<file path="config.mk">
export PLATFORM = sky130hd
export DESIGN_NAME = tmds_decoder
export DESIGN_NICKNAME = d
export VERILOG_FILES = /design/src/rtl/tmds_decoder.sv
export SDC_FILE = /design/constraint.sdc
export NUM_CORES = 1
export LEC_CHECK = 0
export BUFFER_PORTS_ARGS = -buffer_cell sky130_fd_sc_hd__buf_2
export CAP_MARGIN = 20
export CORE_MARGIN = 2
export CORE_UTILIZATION = 60
export DETAILED_ROUTE_END_ITERATION = 10
export GPL_ROUTABILITY_DRIVEN = 0
export PLACE_DENSITY = 0.8
export SLEW_MARGIN = 5
export SYNTH_ARGS = -nofsm -noshare
export SYNTH_HDL_FRONTEND = slang
export SYNTH_SLANG_ARGS = --single-unit
export TNS_END_PERCENT = 100
</file>
<file path="constraint.sdc">
create_clock -name i_hdmi_clk -period 9.2 [get_ports i_hdmi_clk]
set_input_delay 0.92 -clock i_hdmi_clk [delete_from_list [all_inputs] [get_ports i_hdmi_clk]]
set_output_delay 0.92 -clock i_hdmi_clk [all_outputs]
set_load 0.05 [all_outputs]
</file>
<file path="src/rtl/tmds_decoder.sv">
// TMDS channel decoder: finds 10-bit word alignment by hunting for runs of
// control tokens across the ten possible bit-slip offsets, then decodes
// aligned symbols into pixel bytes or control bits.
module tmds_decoder #(
  parameter int LOCK_TOKENS    = 16,
  parameter int SEARCH_TIMEOUT = 1024,
  parameter int LOSS_TIMEOUT   = 4096
) (
  input  logic       i_hdmi_clk,
  input  logic       i_reset_n,
  input  logic [9:0] i_tmds,
  output logic [7:0] o_data,
  output logic [1:0] o_ctrl,
  output logic       o_display_enable,
  output logic       o_locked,
  output logic [3:0] o_offset
);

  // One idle counter serves both timeouts, so it is sized for the larger one.
  localparam int IDLE_MAX = (SEARCH_TIMEOUT > LOSS_TIMEOUT) ? SEARCH_TIMEOUT : LOSS_TIMEOUT;
  localparam int RUN_W    = $clog2(LOCK_TOKENS + 1);
  localparam int IDLE_W   = $clog2(IDLE_MAX + 1);

  localparam logic [RUN_W-1:0]  RUN_LOCK    = RUN_W'(LOCK_TOKENS);
  localparam logic [IDLE_W-1:0] IDLE_SEARCH = IDLE_W'(SEARCH_TIMEOUT);
  localparam logic [IDLE_W-1:0] IDLE_LOSS   = IDLE_W'(LOSS_TIMEOUT);

  typedef enum logic {
    ST_SEARCH = 1'b0,
    ST_LOCKED = 1'b1
  } state_e;

  logic              en_q;
  logic [9:0]        prev_q;
  state_e            state_q, state_d;
  logic [RUN_W-1:0]  run_q, run_d, run_inc;
  logic [IDLE_W-1:0] idle_q, idle_d, idle_inc;
  logic [3:0]        offset_q, offset_d, offset_nxt;
  logic [7:0]        data_q, data_d;
  logic [1:0]        ctrl_q, ctrl_d;
  logic              de_q, de_d;
  logic              locked_q, locked_d;

  logic [19:0]       hist;
  logic [9:0]        sym;
  logic              is_tok;
  logic [1:0]        tok_ctrl;
  logic [7:0]        dmask;
  logic [7:0]        dec;

  // Reset release is retimed by one flop; all other state holds until it is set.
  always_ff @(posedge i_hdmi_clk or negedge i_reset_n) begin
    if (!i_reset_n) en_q <= 1'b0;
    else            en_q <= 1'b1;
  end

  // Previous word, so a symbol straddling two words can be reassembled.
  always_ff @(posedge i_hdmi_clk or negedge i_reset_n) begin
    if (!i_reset_n)  prev_q <= '0;
    else if (en_q)   prev_q <= i_tmds;
  end

  // Barrel-select the aligned symbol out of the 20-bit history (bit 0 earliest).
  always_comb begin
    hist = {i_tmds, prev_q};
    sym  = 10'(hist >> offset_q);
  end

  // Control token recognition.
  always_comb begin
    is_tok   = 1'b1;
    tok_ctrl = 2'b00;
    case (sym)
      10'h354: tok_ctrl = 2'b00;
      10'h0AB: tok_ctrl = 2'b01;
      10'h154: tok_ctrl = 2'b10;
      10'h2AB: tok_ctrl = 2'b11;
      default: is_tok   = 1'b0;
    endcase
  end

  // Data symbol decode: undo the optional inversion, then the XOR/XNOR chain.
  always_comb begin
    dmask  = sym[9] ? ~sym[7:0] : sym[7:0];
    dec    = '0;
    dec[0] = dmask[0];
    for (int i = 1; i < 8; i++) begin
      dec[i] = sym[8] ? (dmask[i] ^ dmask[i-1]) : ~(dmask[i] ^ dmask[i-1]);
    end
  end

  // Saturating counter increments and the wrapping bit-slip step.
  always_comb begin
    run_inc    = (run_q  == '1) ? run_q  : run_q  + 1'b1;
    idle_inc   = (idle_q == '1) ? idle_q : idle_q + 1'b1;
    offset_nxt = (offset_q == 4'd9) ? 4'd0 : offset_q + 4'd1;
  end

  // Alignment FSM next state: token runs lock, token droughts slip or unlock.
  always_comb begin
    state_d  = state_q;
    run_d    = run_q;
    idle_d   = idle_q;
    offset_d = offset_q;
    case (state_q)
      ST_SEARCH: begin
        if (is_tok) begin
          idle_d = '0;
          if (run_inc >= RUN_LOCK) begin
            state_d = ST_LOCKED;
            run_d   = '0;
          end else begin
            run_d = run_inc;
          end
        end else begin
          run_d = '0;
          if (idle_inc >= IDLE_SEARCH) begin
            offset_d = offset_nxt;
            idle_d   = '0;
          end else begin
            idle_d = idle_inc;
          end
        end
      end
      ST_LOCKED: begin
        if (is_tok) begin
          idle_d = '0;
        end else if (idle_inc >= IDLE_LOSS) begin
          state_d  = ST_SEARCH;
          offset_d = offset_nxt;
          run_d    = '0;
          idle_d   = '0;
        end else begin
          idle_d = idle_inc;
        end
      end
    endcase
  end

  // Output next state follows the state being entered, so o_locked and the
  // first/last locked-mode outputs change on the same edge.
  always_comb begin
    data_d   = '0;
    ctrl_d   = '0;
    de_d     = 1'b0;
    locked_d = (state_d == ST_LOCKED);
    if (state_d == ST_LOCKED) begin
      if (is_tok) begin
        ctrl_d = tok_ctrl;
      end else begin
        de_d   = 1'b1;
        data_d = dec;
        ctrl_d = ctrl_q;
      end
    end
  end

  // State and output registers.
  always_ff @(posedge i_hdmi_clk or negedge i_reset_n) begin
    if (!i_reset_n) begin
      state_q  <= ST_SEARCH;
      run_q    <= '0;
      idle_q   <= '0;
      offset_q <= '0;
      data_q   <= '0;
      ctrl_q   <= '0;
      de_q     <= 1'b0;
      locked_q <= 1'b0;
    end else if (en_q) begin
      state_q  <= state_d;
      run_q    <= run_d;
      idle_q   <= idle_d;
      offset_q <= offset_d;
      data_q   <= data_d;
      ctrl_q   <= ctrl_d;
      de_q     <= de_d;
      locked_q <= locked_d;
    end
  end

  assign o_data           = data_q;
  assign o_ctrl           = ctrl_q;
  assign o_display_enable = de_q;
  assign o_locked         = locked_q;
  assign o_offset         = offset_q;

endmodule
</file>
[Word-level counts from Yosys, hierarchy flattened]
Cells that the tools add are included.
Cells by class
  add/subtract/negate cells: 3
  $mul: 0
  divide/modulo/power cells: 0
  order comparisons: 3
  equality and inequality tests: 12
  shifts and indexed selects: 1
  mux-type cells: 39
  bitwise gates (word level): 16
  reductions and logical operators: 4
Operators with widths (count)
  $mux W13: 5
  $pmux W13 S2: 1
  $mux W5: 5
  $mux W8: 3
  $eq A10 B10 Y1 const B: 2
  $mux W4: 5
  $shr A20 B4 Y10: 1
  $mux W1: 14
  $add A13 B1 Y13 const B: 1
  $eq A13 B13 Y1 const B: 1
  $ge A13 B11 Y1 const B: 1
  $ge A13 B13 Y1 const B: 1
  $eq A10 B8 Y1 const B: 1
  $eq A10 B9 Y1 const B: 1
  $pmux W5 S2: 1
  $not A1 Y1: 8
  $not A8 Y8: 1
  $pmux W4 S2: 1
  $xor A1 B1 Y1: 7
  $ne A2 B2 Y1 const B: 3
  $pmux W2 S3: 1
  $add A5 B1 Y5 const B: 1
  $eq A5 B5 Y1 const B: 1
  $ge A5 B5 Y1 const B: 1
  9 further kinds: 11
Word-level totals
  bits in registers: 45
  latch bits: 0
  RAM bits: 0
  memory bits (read-only): 0
  input bits: 12
  output and inout bits: 16
  logic and storage cells: 87
  memories kept: 0

[Depth between registers and ports, before layout]
  word-level depth: 8
  mapped depth: 15
  depth with buffers taken out: 12

[Least setup slack after synthesis]
Ideal clock, no wire load.
  path type: reg2reg
  start: register offset_q[0] (netlist: o_offset[0])
  end: register offset_q[1] (netlist: o_offset[1])
  setup time: 0.125 ns
  arrival: 3.782 ns
  required time: 9.075 ns
  path slack: 5.294 ns
  cell stages (with the launch flop): 13
  buffers on the path: 3
  clock period less this slack: 3.906 ns
  path through: dfrtp_1 > buf_2 > buf_2 > mux4_2 > a22o_1 > a221oi_1 > ha_1 > nand4_1 > a221oi_2 > a21oi_1 > buf_2 > nand4b_1 > mux2_2
Between the ends
  cells in the longest elaborated chain, start to end: 6
  elaborated cells on any way between the ends: 18
  those cells by class: add/sub (1); eq/ne (7); shift (1); mux (7); reduce/logical (2)
RTL lines
  start: declaration: line 38  | logic [3:0] offset_q, offset_d, offset_nxt;
  start signal: assignment: line 173  | offset_q <= offset_d;
  $shr A20 B4 Y10: line 66  | sym = 10'(hist >> offset_q);
  $eq A10 B10 Y1 (tied with other cells): line 73  | case (sym)
  $reduce_or A4 Y1 (no source line)
  $mux W1: line 73
  $ne A2 B2 Y1 (no source line)
  $reduce_and A5 Y1 (no source line)
Parallel ways exist; a longest one is shown, timed or not. The select of a mux whose other input is x is not followed.
A chain may end at the register's enable or synchronous reset.

[Worst setup path after layout]
  start: register offset_q[0] (netlist: o_offset[0])
  end: register run_q[0]
Between the ends
  cells in the longest elaborated chain, start to end: 6
  elaborated cells on any way between the ends: 11
  those cells by class: eq/ne (5); shift (1); mux (3); reduce/logical (2)
RTL lines
  $shr A20 B4 Y10 (*): line 66
  $eq A10 B10 Y1 (tied with other cells): line 73
  $reduce_or A4 Y1 (no source line) (*)
  $mux W1 (*): line 73
  $mux W5 / $ne A2 B2 Y1 (equally long branches)
  $pmux W5 S2 / $reduce_and A3 Y1 (equally long branches)
  end signal: assignment: line 171  | run_q <= run_d;
  end: declaration: line 36  | logic [RUN_W-1:0] run_q, run_d, run_inc;
Mark *: on every way between the ends. The rest lies on a longest branch, timed or not.

==> qor.yml <==
slew_viol_final: 0
io_buffers: 27
clkSlewWorstSetupHoldPaths_ps: 80
clockRootBuffer: "clkbuf_8"
status: "complete, no violations"
hold_viol: 0
dr.pass1.iters: 5
antenna_found_initial: 0
die_w_um: 77.47
synthesis.instances: 323
worstMarginPinSlew_ps: 971.7
seq_area_frac_synth: 0.3478
holdBufCountCts: 0
finalCriticalPeriod_ps: 3794
dieArea_um2: 6001
gr-total-overflow: 0
critPathKind: "flop to flop"
diodes: 0
cap_viol_max_count: 0
cts-htree-levels: 2
fin_skew_ps: 8.948
syn_nets: 345
p_leak_nw: 1.518
synth_ff_type: "dfrtp_1"
numCtsBuffers: 5
ys_ff_latch: 45
final_nets: 361
hold_slack_ps: 491.5
relSlewSlack: 0.3522
setup_viol: 0
tritoncts: "built"
p_seq_frac: 0.316
netlist_area_um2: 3238
initial_core_util: 0.6260
grt_usage: 0.2618
area_growth_syn_to_layout_pct: 8.655
routed_wl_mm: 7.221
cellPowerDensity_nw_per_um2: 270.4
crit_fanout: 29
synth.distinct_cells: 52
cp-endpoint: "run_q[0]"
routedWlPerCell_um: 17.61
critical_path.cell_chain: "buf_4 > mux4_2 > a22o_1 > a221oi_1 > ha_1 > nand4_1 > a221oi_2 > a21oi_1 > buf_4 > a31oi_1 > mux2_2"
hold_path.class: "flop to flop"
min_from: "o_data[4]"
nFillCells: 391
async_reset_ff_frac: 1.000
ys.warnings.count: 0
chipHeight_um: 77.47
ir_drop_uv: 145.5
cp.required_ps: 9440
drtIter0Drc: 259
fmax_mhz: 263.5
dpl.hpwl_mm: 5.053
cts-resized-gates: 0
switching_share: 0.4416
num_rows: 26
r2r_slack_ps: 5410
power_frac_clock: 0.164
synth_edf_count: 0
finalCritPeriodShare: 0.4124
io_pins: 28
drc: 0
p_switching_w: 0.0004202
endpoint_kind: "flop"
clockBufferDepth: 2
arrival_ps: 4040
rsz0062_at_grt: "false"
clkLatencyLatePin_ps: 300
cpPeakStageDelay_ps: 590
cts_sinks: 45
crit_slowest_cell: "mux4_2"
avgSynthCellArea_um2: 10.03
cp-startpoint: "o_offset[0]"
drive_above_1_share: 0.2324
comb_power_share: 0.520
p_int_w: 0.0005313
postCtsSetupBuffers: 0
core_um2: 5172
worstSetupStartpointType: "flop"
grt_max_degree: 51
grt_pass1_wl_mm: 12.56
cpMostUsedCell: "buf_4"
worst_r2r_path_depth: 11
final.setup.tns_ps: 0
rr_startpoint: "o_offset[0]"
grt_pass1_vias: 2533
final_antenna_net_count: 0
via_per_inst: 6.615
r2r_end: "run_q[0]"
vias: 2712
power by group through the flow:
stage	Sequential (W)	Combinational [W]	Clock (W)
CTS	0.000299	0.000494	0.000160
global placement	0.000300	0.000477	0
global route	0.000309	0.000542	0.000169
detailed placement	0.000302	0.000490	0
finish	0.000301	0.000495	0.000156
floorplan	0.000370	0.000321	0
cell families (layout without fill, tap and decap cells):
kind of cell	after synthesis	count (layout)	share of synthesized area
fa+ha+maj	10	10	0.03864
flops	45	45	0.3478
simple gates	97	97	0.1561
buf+inv	41	58	0.05062
compound gates	73	73	0.1607
other cells	1	1	0.001158
mux	43	43	0.2098
xor+xnor	13	13	0.03516
state kept, by name, summed over array words and instances, names as in the netlist:
signal and flops:
o_ctrl 2, o_locked 1, idle_q 13, o_offset 4, o_data 8, o_display_enable 1, en_q 1, prev_q 10
run_q 5
stage by stage:
step | utilization | setup WS, ps | area [um2] | std cells | total power [W]
after CTS | 0.6802 | 5424 | 3518 | 410 | 0.0009536
final | 0.6802 | 5406 | 3518 | 410 | 0.0009515
after floorplan | - | 5294 | 3238 | 323 | 0.0006907
after global placement | 0.6577 | 5438 | 3402 | 402 | 0.0007770
after detailed placement | 0.6577 | 5304 | 3402 | 402 | 0.0007927
after global routing | 0.6802 | 5153 | 3518 | 410 | 0.001020
synth_stat cells, drive strengths merged, types with 4 or more instances:
library cell	instances	area, um2
a21o	4	30.03
a21oi	21	105.1
a221oi	5	50.04
a22o	7	61.31
a31oi	4	25.02
buf	10	47.55
clkbuf	13	48.80
dfrtp	45	1126
ha	10	125.1
inv	18	67.56
mux2	16	183.9
mux2i	9	90.09
mux4	18	405.4
nand2	23	88.84
nand3	24	120.1
nand4	6	37.54
nor2	15	56.30
nor2b	6	37.54
nor3	6	30.03
o21ai	12	60.06
o2bb2ai	4	35.03
xnor2	9	78.83
xor2	4	35.03
final cells by class:
class                           count  area (um2)  area share
Inverter                           18       67.56     0.01920
Multi-Input combinational cell    237        1948      0.5537
Clock buffer                        7       86.33     0.02454
Clock inverter                      1       30.03    0.008535
Sequential cell                    45        1126      0.3201
Timing Repair Buffer               32       172.7     0.04908
Tap cell                           70       87.58     0.02489
worst max-delay path: cells and delay by family, from the launching register on:
kind	cells	cell delay, ps
fa+ha+maj	1	250
mux	2	820
simple gates	1	160
buf+inv	2	590
compound gates	5	1580
flops	1	330
cell usage in the layout (no fill, tap or decap), drive strengths merged, types with 4 or more instances in the layout:
cell type  count
dfrtp         45
buf           32
nand3         24
nand2         23
a21oi         21
inv           18
mux4          18
mux2          16
nor2          15
o21ai         12
ha            10
mux2i          9
xnor2          9
a22o           7
clkbuf         7
nor2b          6
nand4          6
nor3           6
a221oi         5
a31oi          4
a21o           4
o2bb2ai        4
xor2           4
layer usage:
metal,global-route usage,part of all wire,wire [um],vias up
met5,0,0,0,-
met4,0.06964,0.014,102,0
met3,0.06163,0.068,490,14
met2,0.4087,0.48,3482,123
met1,0.3693,0.44,3147,1338
li1,-,-,-,1237
how the worst min path moves through the flow:
stage,cells past startpoint,slack (ps),end
5_1_grt,1,530,o_data[6]
6_report,1,490,o_data[4]
4_1_cts,1,500,o_data[6]
3_3_place_gp,1,470,o_data[4]
2_1_floorplan,1,480,prev_q[0]
3_5_place_dp,1,470,o_data[6]
Note: power is estimated with default switching activity, not from simulation.
